==> config.mk <==
export PLATFORM = sky130hd
export DESIGN_NAME = rr_grant_ctrl
export DESIGN_NICKNAME = d
export VERILOG_FILES = /design/src/rtl/rr_grant_pkg.sv /design/src/rtl/prio_enc.sv /design/src/rtl/rr_grant_ctrl.sv
export SDC_FILE = /design/constraint.sdc
export NUM_CORES = 1
export LEC_CHECK = 0
export CAP_MARGIN = 0
export CORE_MARGIN = 2
export CORE_UTILIZATION = 40
export DETAILED_ROUTE_END_ITERATION = 16
export PLACE_DENSITY_LB_ADDON = 0.1
export SLEW_MARGIN = 20
export SYNTH_ARGS = -nofsm -noshare
export SYNTH_HDL_FRONTEND = slang
export SYNTH_SLANG_ARGS = --single-unit
==> constraint.sdc <==
create_clock -name clk -period 2.1 [get_ports clk]
set_input_delay 0.315 -clock clk [delete_from_list [all_inputs] [get_ports clk]]
set_output_delay 0.315 -clock clk [all_outputs]
set_load 0.01 [all_outputs]
==> src/rtl/rr_grant_pkg.sv <==
// Shared types and reset constants for the round-robin grant controller.
package rr_grant_pkg;

    // Controller state: no owner, or an owner currently holds the resource.
    typedef enum logic {
        IDLE  = 1'b0,
        GRANT = 1'b1
    } rr_state_t;

    // Reset value of the rotating priority pointer.
    localparam int unsigned PTR_RST  = 0;

    // Reset value of the grant watchdog hold counter.
    localparam int unsigned HOLD_RST = 0;

endpackage

==> src/rtl/prio_enc.sv <==
// Combinational fixed-priority encoder: lowest set bit wins.
// Produces the one-hot winner, its binary index and a valid flag.
module prio_enc #(
    parameter int N   = 8,
    parameter int IDW = $clog2(N)
) (
    input  logic [N-1:0]   vec,
    output logic [N-1:0]   onehot,
    output logic [IDW-1:0] idx,
    output logic           valid
);

    // Scan from bit 0 upward and latch onto the first set bit.
    always_comb begin
        onehot = '0;
        idx    = '0;
        valid  = 1'b0;
        for (int i = 0; i < N; i++) begin
            if (vec[i] && !valid) begin
                onehot[i] = 1'b1;
                idx       = IDW'(i);
                valid     = 1'b1;
            end
        end
    end

endmodule

==> src/rtl/rr_grant_ctrl.sv <==
// Round-robin arbiter with locked grants.
// A rotating pointer selects the highest-priority requester; the winner
// keeps the grant until it signals done or drops its request.
// Optional grant watchdog: define RR_GRANT_TIMEOUT_EN to force-release an
// owner that holds for MAX_HOLD cycles; otherwise timeout is constant 0.
//
// Handshake: req is level-sensitive and must stay high while a requester
// wants or owns the resource; the owner ends its tenure by pulsing done
// (sampled only while a grant is active) or by dropping its req bit.
module rr_grant_ctrl
    import rr_grant_pkg::*;
#(
    parameter int N        = 8,
    parameter int MAX_HOLD = 16,
    parameter int IDW      = $clog2(N)
) (
    input  logic           clk,
    input  logic           rst,
    input  logic [N-1:0]   req,
    input  logic           done,
    output logic [N-1:0]   gnt,
    output logic [IDW-1:0] gnt_id,
    output logic           gnt_valid,
    output logic           timeout,
    output logic           dbg_state,
    output logic [IDW-1:0] dbg_ptr
);

    // Parameter sanity, caught at elaboration.
    if (N < 2 || N > 32) begin : g_bad_n
        $error("rr_grant_ctrl: N must be within 2..32");
    end
    if (MAX_HOLD < 2) begin : g_bad_hold
        $error("rr_grant_ctrl: MAX_HOLD must be at least 2");
    end

    rr_state_t      state_q, state_d;
    logic [IDW-1:0] ptr_q, ptr_d;
    logic [N-1:0]   gnt_q, gnt_d;
    logic [IDW-1:0] gnt_id_q, gnt_id_d;

    logic           own_req;
    logic [IDW-1:0] next_ptr;
    logic [IDW-1:0] arb_ptr;
    logic [N-1:0]   arb_vec;
    logic [N-1:0]   arb_mask;
    logic [N-1:0]   masked_vec;
    logic           expire;
    logic           rel_now;

    logic [N-1:0]   m_onehot, u_onehot, win_onehot;
    logic [IDW-1:0] m_idx, u_idx, win_idx;
    logic           m_valid, u_valid, win_valid;

    // Arbitration inputs: on a release the pointer has already moved past
    // the owner and the owner's own request is excluded.
    always_comb begin
        own_req  = req[gnt_id_q];
        next_ptr = (gnt_id_q == IDW'(N - 1)) ? '0 : gnt_id_q + 1'b1;
        if (state_q == GRANT) begin
            arb_ptr = next_ptr;
            arb_vec = req & ~gnt_q;
        end else begin
            arb_ptr = ptr_q;
            arb_vec = req;
        end
        for (int i = 0; i < N; i++) begin
            arb_mask[i] = (i >= int'(arb_ptr));
        end
        masked_vec = arb_vec & arb_mask;
    end

    prio_enc #(.N(N), .IDW(IDW)) u_enc_masked (
        .vec    (masked_vec),
        .onehot (m_onehot),
        .idx    (m_idx),
        .valid  (m_valid)
    );

    prio_enc #(.N(N), .IDW(IDW)) u_enc_unmasked (
        .vec    (arb_vec),
        .onehot (u_onehot),
        .idx    (u_idx),
        .valid  (u_valid)
    );

    // Upper (masked) half has priority; wrap to the full vector if empty.
    assign win_onehot = m_valid ? m_onehot : u_onehot;
    assign win_idx    = m_valid ? m_idx    : u_idx;
    assign win_valid  = m_valid | u_valid;

`ifdef RR_GRANT_TIMEOUT_EN
    localparam int HW = (MAX_HOLD > 2) ? $clog2(MAX_HOLD) : 1;

    logic [HW-1:0] hold_q, hold_d;
    logic          timeout_q, timeout_d;

    assign expire = (state_q == GRANT) && (hold_q == HW'(MAX_HOLD - 1));
`else
    assign expire = 1'b0;
`endif

    assign rel_now = (state_q == GRANT) && (done || !own_req || expire);

    // Next-state, pointer and grant computation.
    always_comb begin
        state_d  = state_q;
        ptr_d    = ptr_q;
        gnt_d    = gnt_q;
        gnt_id_d = gnt_id_q;
        case (state_q)
            IDLE: begin
                if (win_valid) begin
                    state_d  = GRANT;
                    gnt_d    = win_onehot;
                    gnt_id_d = win_idx;
                end else begin
                    gnt_d    = '0;
                    gnt_id_d = '0;
                end
            end
            GRANT: begin
                if (rel_now) begin
                    ptr_d = next_ptr;
                    if (win_valid) begin
                        gnt_d    = win_onehot;
                        gnt_id_d = win_idx;
                    end else begin
                        state_d  = IDLE;
                        gnt_d    = '0;
                        gnt_id_d = '0;
                    end
                end
            end
            default: begin
                state_d  = IDLE;
                gnt_d    = '0;
                gnt_id_d = '0;
            end
        endcase
    end

    // FSM and registered grant outputs.
    always_ff @(posedge clk) begin
        if (rst) begin
            state_q  <= IDLE;
            ptr_q    <= IDW'(PTR_RST);
            gnt_q    <= '0;
            gnt_id_q <= '0;
        end else begin
            state_q  <= state_d;
            ptr_q    <= ptr_d;
            gnt_q    <= gnt_d;
            gnt_id_q <= gnt_id_d;
        end
    end

`ifdef RR_GRANT_TIMEOUT_EN
    // Watchdog: count held cycles, restart on any new grant.
    always_comb begin
        hold_d    = hold_q;
        timeout_d = 1'b0;
        if (state_q == IDLE) begin
            hold_d = HW'(HOLD_RST);
        end else if (rel_now) begin
            hold_d    = HW'(HOLD_RST);
            timeout_d = expire && !done && own_req;
        end else begin
            hold_d = hold_q + 1'b1;
        end
    end

    // Hold counter and registered timeout pulse.
    always_ff @(posedge clk) begin
        if (rst) begin
            hold_q    <= HW'(HOLD_RST);
            timeout_q <= 1'b0;
        end else begin
            hold_q    <= hold_d;
            timeout_q <= timeout_d;
        end
    end

    assign timeout = timeout_q;
`else
    assign timeout = 1'b0;
`endif

    assign gnt       = gnt_q;
    assign gnt_id    = gnt_id_q;
    assign gnt_valid = (state_q == GRANT);
    assign dbg_state = state_q;
    assign dbg_ptr   = ptr_q;

endmodule

-- Word-level counts from Yosys, hierarchy flattened
Cells that the tools add are included.
- bits in registers: 15
- input port bits: 11
- word-level logic and storage cells: 112
- $add $sub $neg: 1
- order comparisons: 8
- eq/ne operators: 2
- muxes and demuxes: 60
- bitwise operators: 5
- reductions and logical operators: 32
- operators by type and width (kind ; number):
    $mux 3 ; 13
    $mux 1 ; 35
    $mux 8 ; 4
    $and 8x8->8 ; 2
    $pmux 8 s2 ; 1
    $logic_and 1x1->1 ; 15
    $logic_not 1->1 ; 15
    $ge 3x3->1 const A ; 3
    $mux 2 ; 4
    $not 8->8 ; 1
    $ge 1x3->1 const A ; 2
    $ge 2x3->1 const A ; 2
    $pmux 3 s2 ; 1
    $lt 3x4->1 const B ; 1
    $add 3x1->3 const B ; 1
    $bmux 1 s3 ; 1
    $eq 3x3->1 const B ; 1
    $ne 2x1->1 const B ; 1
    $pmux 1 s2 ; 1
    $reduce_and 2->1 ; 1
    $logic_or 1x1->1 ; 1
    $not 1->1 ; 1
    $or 1x1->1 ; 1

-- Logic depth before layout (Yosys ltp)
- depth after elaboration: 31
- gate-level depth with buffers: 8

-- Hierarchy
Synthesis repeated with hierarchy kept, for this count alone.
- cell total of the unflattened synthesis: 191
- area total of the unflattened synthesis: 1377.6 µm²
- modules (own cells, without submodules) (module ; instances ; cells each ; area an instance (µm²) ; seq. area each (µm²)):
    rr_grant_ctrl ; 1 ; 147 ; 1077.3 ; 300.3
    prio_enc ; 2 ; 22 ; 150.1 ; 0.0

-- Least setup slack after synthesis
Ideal clock, no wire load.
- path kind: register to register
- from: register gnt_id_q[0], in the netlist gnt_id[0]
- to: register gnt_id_q[1], in the netlist gnt_id[1]
- arrival time: 2.101 ns
- setup slack: -0.119 ns
- cell stages (with the launch flop): 8
- period minus slack after synthesis: 2.219 ns
- cell sequence: dfxtp_1 ha_1 ha_1 mux2_4 a21bo_4 a21o_1 a221o_1 a32o_1
- cells in the longest elaborated chain, start to end: 31
- elaborated cells between the ends (all ways): 51
- RTL lines (item ; line ; text):
    start, declared ; rr_grant_ctrl.sv:40 ; logic [IDW-1:0] gnt_id_q, gnt_id_d;
    start signal, assigned ; rr_grant_ctrl.sv:154 ; gnt_id_q <= gnt_id_d;
    $add 3x1->3 or $eq 3x3->1 (tied branches) ; rr_grant_ctrl.sv:59 ; next_ptr = (gnt_id_q == IDW'(N - 1)) ? '0 : gnt_id_q + 1'b1;
    $mux 3 (*) ; rr_grant_ctrl.sv:59 ;
    via next_ptr[2] ; rr_grant_ctrl.sv:43 ; logic [IDW-1:0] next_ptr;
    $mux 3 (*) ; rr_grant_ctrl.sv:60 ; if (state_q == GRANT) begin
    $ge 1x3->1 ; rr_grant_ctrl.sv:68 ; arb_mask[i] = (i >= int'(arb_ptr));
    $and 8x8->8 (*) ; rr_grant_ctrl.sv:70 ; masked_vec = arb_vec & arb_mask;
    $mux 1 ; prio_enc.sv:19 ; if (vec[i] && !valid) begin
    $logic_not 1->1 ; prio_enc.sv:19 ;
    (+16 left out) ; -- ;
    $mux 1 ; prio_enc.sv:19 ;
    $logic_not 1->1 ; prio_enc.sv:19 ;
    $logic_and 1x1->1 ; prio_enc.sv:19 ;
    $mux 3 or $mux 1 (tied branches) ; prio_enc.sv:19 ;
    $mux 3 or $or 1x1->1 (tied branches) ; rr_grant_ctrl.sv:89, rr_grant_ctrl.sv:90 ;
    $mux 3 (*) ; rr_grant_ctrl.sv:113, rr_grant_ctrl.sv:125 ;
    $mux 3 ; rr_grant_ctrl.sv:123 ; if (rel_now) begin
    $pmux 3 s2 (*) ; rr_grant_ctrl.sv:111 ; case (state_q)
The timed path passes the listed nets; every way through them passes the cells marked *. The select of a mux whose other input is x is not followed.
A chain may end at the register's enable or synchronous reset.

-- Worst setup path after layout
Ends and elaborated chain as after synthesis.

==> results.yml <==
critical_path:
  crit_required_ns: 2.31
  end_kind: "register"
  reg2reg_depth: 7
  reg2reg_from: "gnt_id[0]"
  path_max_fanout: 5
  r2r_slack_ns: -0.03
  r2r-end: "gnt_id[1]"
  startpoint_type: "register"
  crit_arrival_ns: 2.33
  crit_type: "register to register"
placement:
  detailed_place.area_um2: 1990
  place_ws_ns: -0.226
  dp_hpwl_um: 3720
  gp_congestion: 0.934
  numPortBuffers: 26
  dp_cells: 270
hold_path:
  holdPathEnd: "gnt[4]"
  hold_class: "register to register"
  hold_path_depth: 2
  hold_start: "gnt[4]"
logic_synthesis:
  yosys-top-cells-area: "dfxtp_1 (21%), nor2_1 (4.6%), nand2_1 (3.5%)"
  syn_area_per_cell_um2: 8.49
  synth_area_um2: 1400
  yosys.area.top_type: "dfxtp_1"
  synth_cell_types: 64
  syn_inst: 165
  synth_top_cell_area_share: 0.214
  synth_edf_count: 0
  ys_async_sr_fraction: 0
  ys_ff_latch: 15
  synth-seq-area-share: 0.214
  synth-warning-count: 0
  synth_nets: 178
  synth_top_flop_cell: "dfxtp_1"
sta:
  period_share: 1.01
  rsz0062_at_grt: "true"
  setup_slack_ns: -0.0271
  tns_ns: -0.0271
  skew_ns: 0.0140
  setup_violations: 1
  final_hold_viol_count: 0
  period_needed_ns: 2.13
  drv_slew: 0
  holdWs_ns: 0.482
  max_freq_mhz: 470
final_layout:
  nNetsFinal: 247
  drive_gt1_frac: 0.356
  fillCellCount: 311
  regArea_um2: 303
  multi_input_area_um2: 1120
  area_growth_pct: 52.2
  n_antenna_cell: 0
  finalNonFillerCells: 279
  final_area_um2: 2130
floorplanning:
  die_w_um: 63.2
  io_pins: 28
  dieArea_um2: 3990
  num_rows: 21
  die_y_um: 63.2
  coreArea_um2: 3360
  start_util: 0.417
clock_network:
  cts-htree-levels: 1
  root_buffer: "clkbuf_4"
  clock_path_buffers: 2
  clock_latency_ns: 0.31
  clkSinkCount: 15
  clk_pin_slew_ns: 0.11
  numCtsBuffers: 3
  cts_tree: "built"
global_routing:
  grt_pass1_vias: 1543
  grt_usage: 0.246
  grt_max_degree: 32
  grt_pass1_wl_um: 7600
  gr-total-overflow: 0
  antenna_found_initial: 0
drt:
  dr.pass1.iters: 4
  drt_wl_total_um: 4850
  drc: 0
  via_per_inst: 5.75
  ant_nets: 0
  drtIter0Drc: 81
  wire_per_inst_um: 17.4
  vias: 1604
pwr:
  p_per_area_nw_per_um2: 587
  peakVddDrop_mv: 0.276
  p_leak_nw: 0.860
job:
  cap_viol_max_count: 0
status:
  violations: "negative setup slack"
  outcome: "finished with violations"
==> worst max path at each step <==
stage                      endpoint  slack [ns]       from
after floorplan           gnt_id[1]       0.006  gnt_id[1]
after global placement       gnt[0]       -0.19     req[0]
after detailed placement  gnt_id[2]       -0.23     req[3]
after CTS                    gnt[3]      -0.003  gnt_id[0]
after global routing         gnt[3]       -0.08  gnt_id[0]
final                     gnt_id[1]       -0.03  gnt_id[0]
==> worst max-delay path, stage by stage, from the launching register on <==
cell     delay [ns]
dfxtp_2        0.36
ha_4           0.16
ha_4           0.30
mux2_4         0.19
a21bo_4        0.25
a21o_1         0.17
a221o_1        0.33
a32o_1         0.26
==> timing repair <==
item | 4_1_cts | 5_1_grt
resized for setup | 7 | 10
endpoints found under the setup margin | 7 | 13
buffers inserted | 0 | 5
pin swaps | 9 | 7
hold buffers | 0 | 0
==> flip-flops by register name, indices dropped and copies added, names as in the netlist <==
signal and flops:
dbg_ptr 3, gnt_id 3, gnt 8, dbg_state 1
==> metal layers <==
layer,vias up,track usage,share of wire
li1,785,-,-
met1,766,0.331,0.45
met2,46,0.402,0.49
met3,7,0.0411,0.052
met4,0,0.0788,0.0099
met5,-,0,0
==> logic make-up (layout without fill, tap and decap cells) <==
family                   Yosys count  in the layout  synth area share
AND/OR/NAND/NOR                   68             68             0.256
AO/OA/AOI/OAI                     60             60             0.366
flip-flops                        15             15             0.214
buffers and inverters             11             79            0.0545
multiplexers                       8              8            0.0884
adder cells (fa/ha/maj)            2              2            0.0179
other                              1              1           0.00268
==> placed cells by master, fill, tap and decap left out, types with 3 or more instances in the layout <==
| master | Yosys | layout |
|---|---|---|
| buf_4 | 4 | 45 |
| clkdlybuf4s50_1 | 0 | 26 |
| nor2_1 | 17 | 15 |
| dfxtp_1 | 15 | 13 |
| nand2_1 | 13 | 12 |
| nand2b_1 | 7 | 7 |
| a21oi_1 | 6 | 6 |
| nand3_1 | 6 | 4 |
| nand4_1 | 4 | 4 |
| a211oi_1 | 4 | 4 |
| o21ai_0 | 6 | 4 |
| inv_1 | 3 | 3 |
| and3_1 | 3 | 3 |
| a21bo_2 | 3 | 3 |
| nor3_1 | 3 | 3 |
| a21o_1 | 3 | 3 |
| mux2i_1 | 3 | 3 |
| a32o_1 | 3 | 3 |
| nor4_1 | 3 | 3 |
| a22oi_1 | 3 | 3 |
| clkbuf_4 | 0 | 3 |
==> Yosys cell counts, types with 2 or more instances <==
cell      number
a211oi_1       4
a21bo_2        3
a21boi_0       2
a21o_1         3
a21oi_1        6
a22oi_1        3
a32o_1         3
a32oi_1        2
a41oi_1        2
and2_1         2
and3_1         3
buf_4          4
dfxtp_1       15
ha_1           2
inv_1          3
mux2i_1        3
mux4_2         2
nand2_1       13
nand2b_1       7
nand3_1        6
nand4_1        4
nor2_1        17
nor3_1         3
nor3b_1        2
nor4_1         3
o211ai_1       2
o21a_1         2
o21ai_0        6
o31ai_1        2
or2_1          2
==> area by class of cell <==
class,instances,share of cell area
well taps,46,0.0270
flip-flops and latches,15,0.142
clock buffers,3,0.0106
inverters,3,0.00528
repair buffers,72,0.290
multi-input cells,139,0.523
clock inverters,1,0.00235
==> power by group <==
| part | internal (mW) | switching, mW | total [mW] |
|---|---|---|---|
| clock network | 0.0711 | 0.114 | 0.185 |
| logic | 0.375 | 0.341 | 0.716 |
| registers | 0.316 | 0.0352 | 0.351 |
| total | 0.762 | 0.490 | 1.25 |
==> through the flow <==
stage	utilization	total power, mW
after floorplan	-	0.707
after global placement	0.592	0.972
after detailed placement	0.592	0.980
after CTS	0.612	1.19
after global routing	0.634	1.33
final	0.634	1.25
Power figures use the tool's default switching activity.
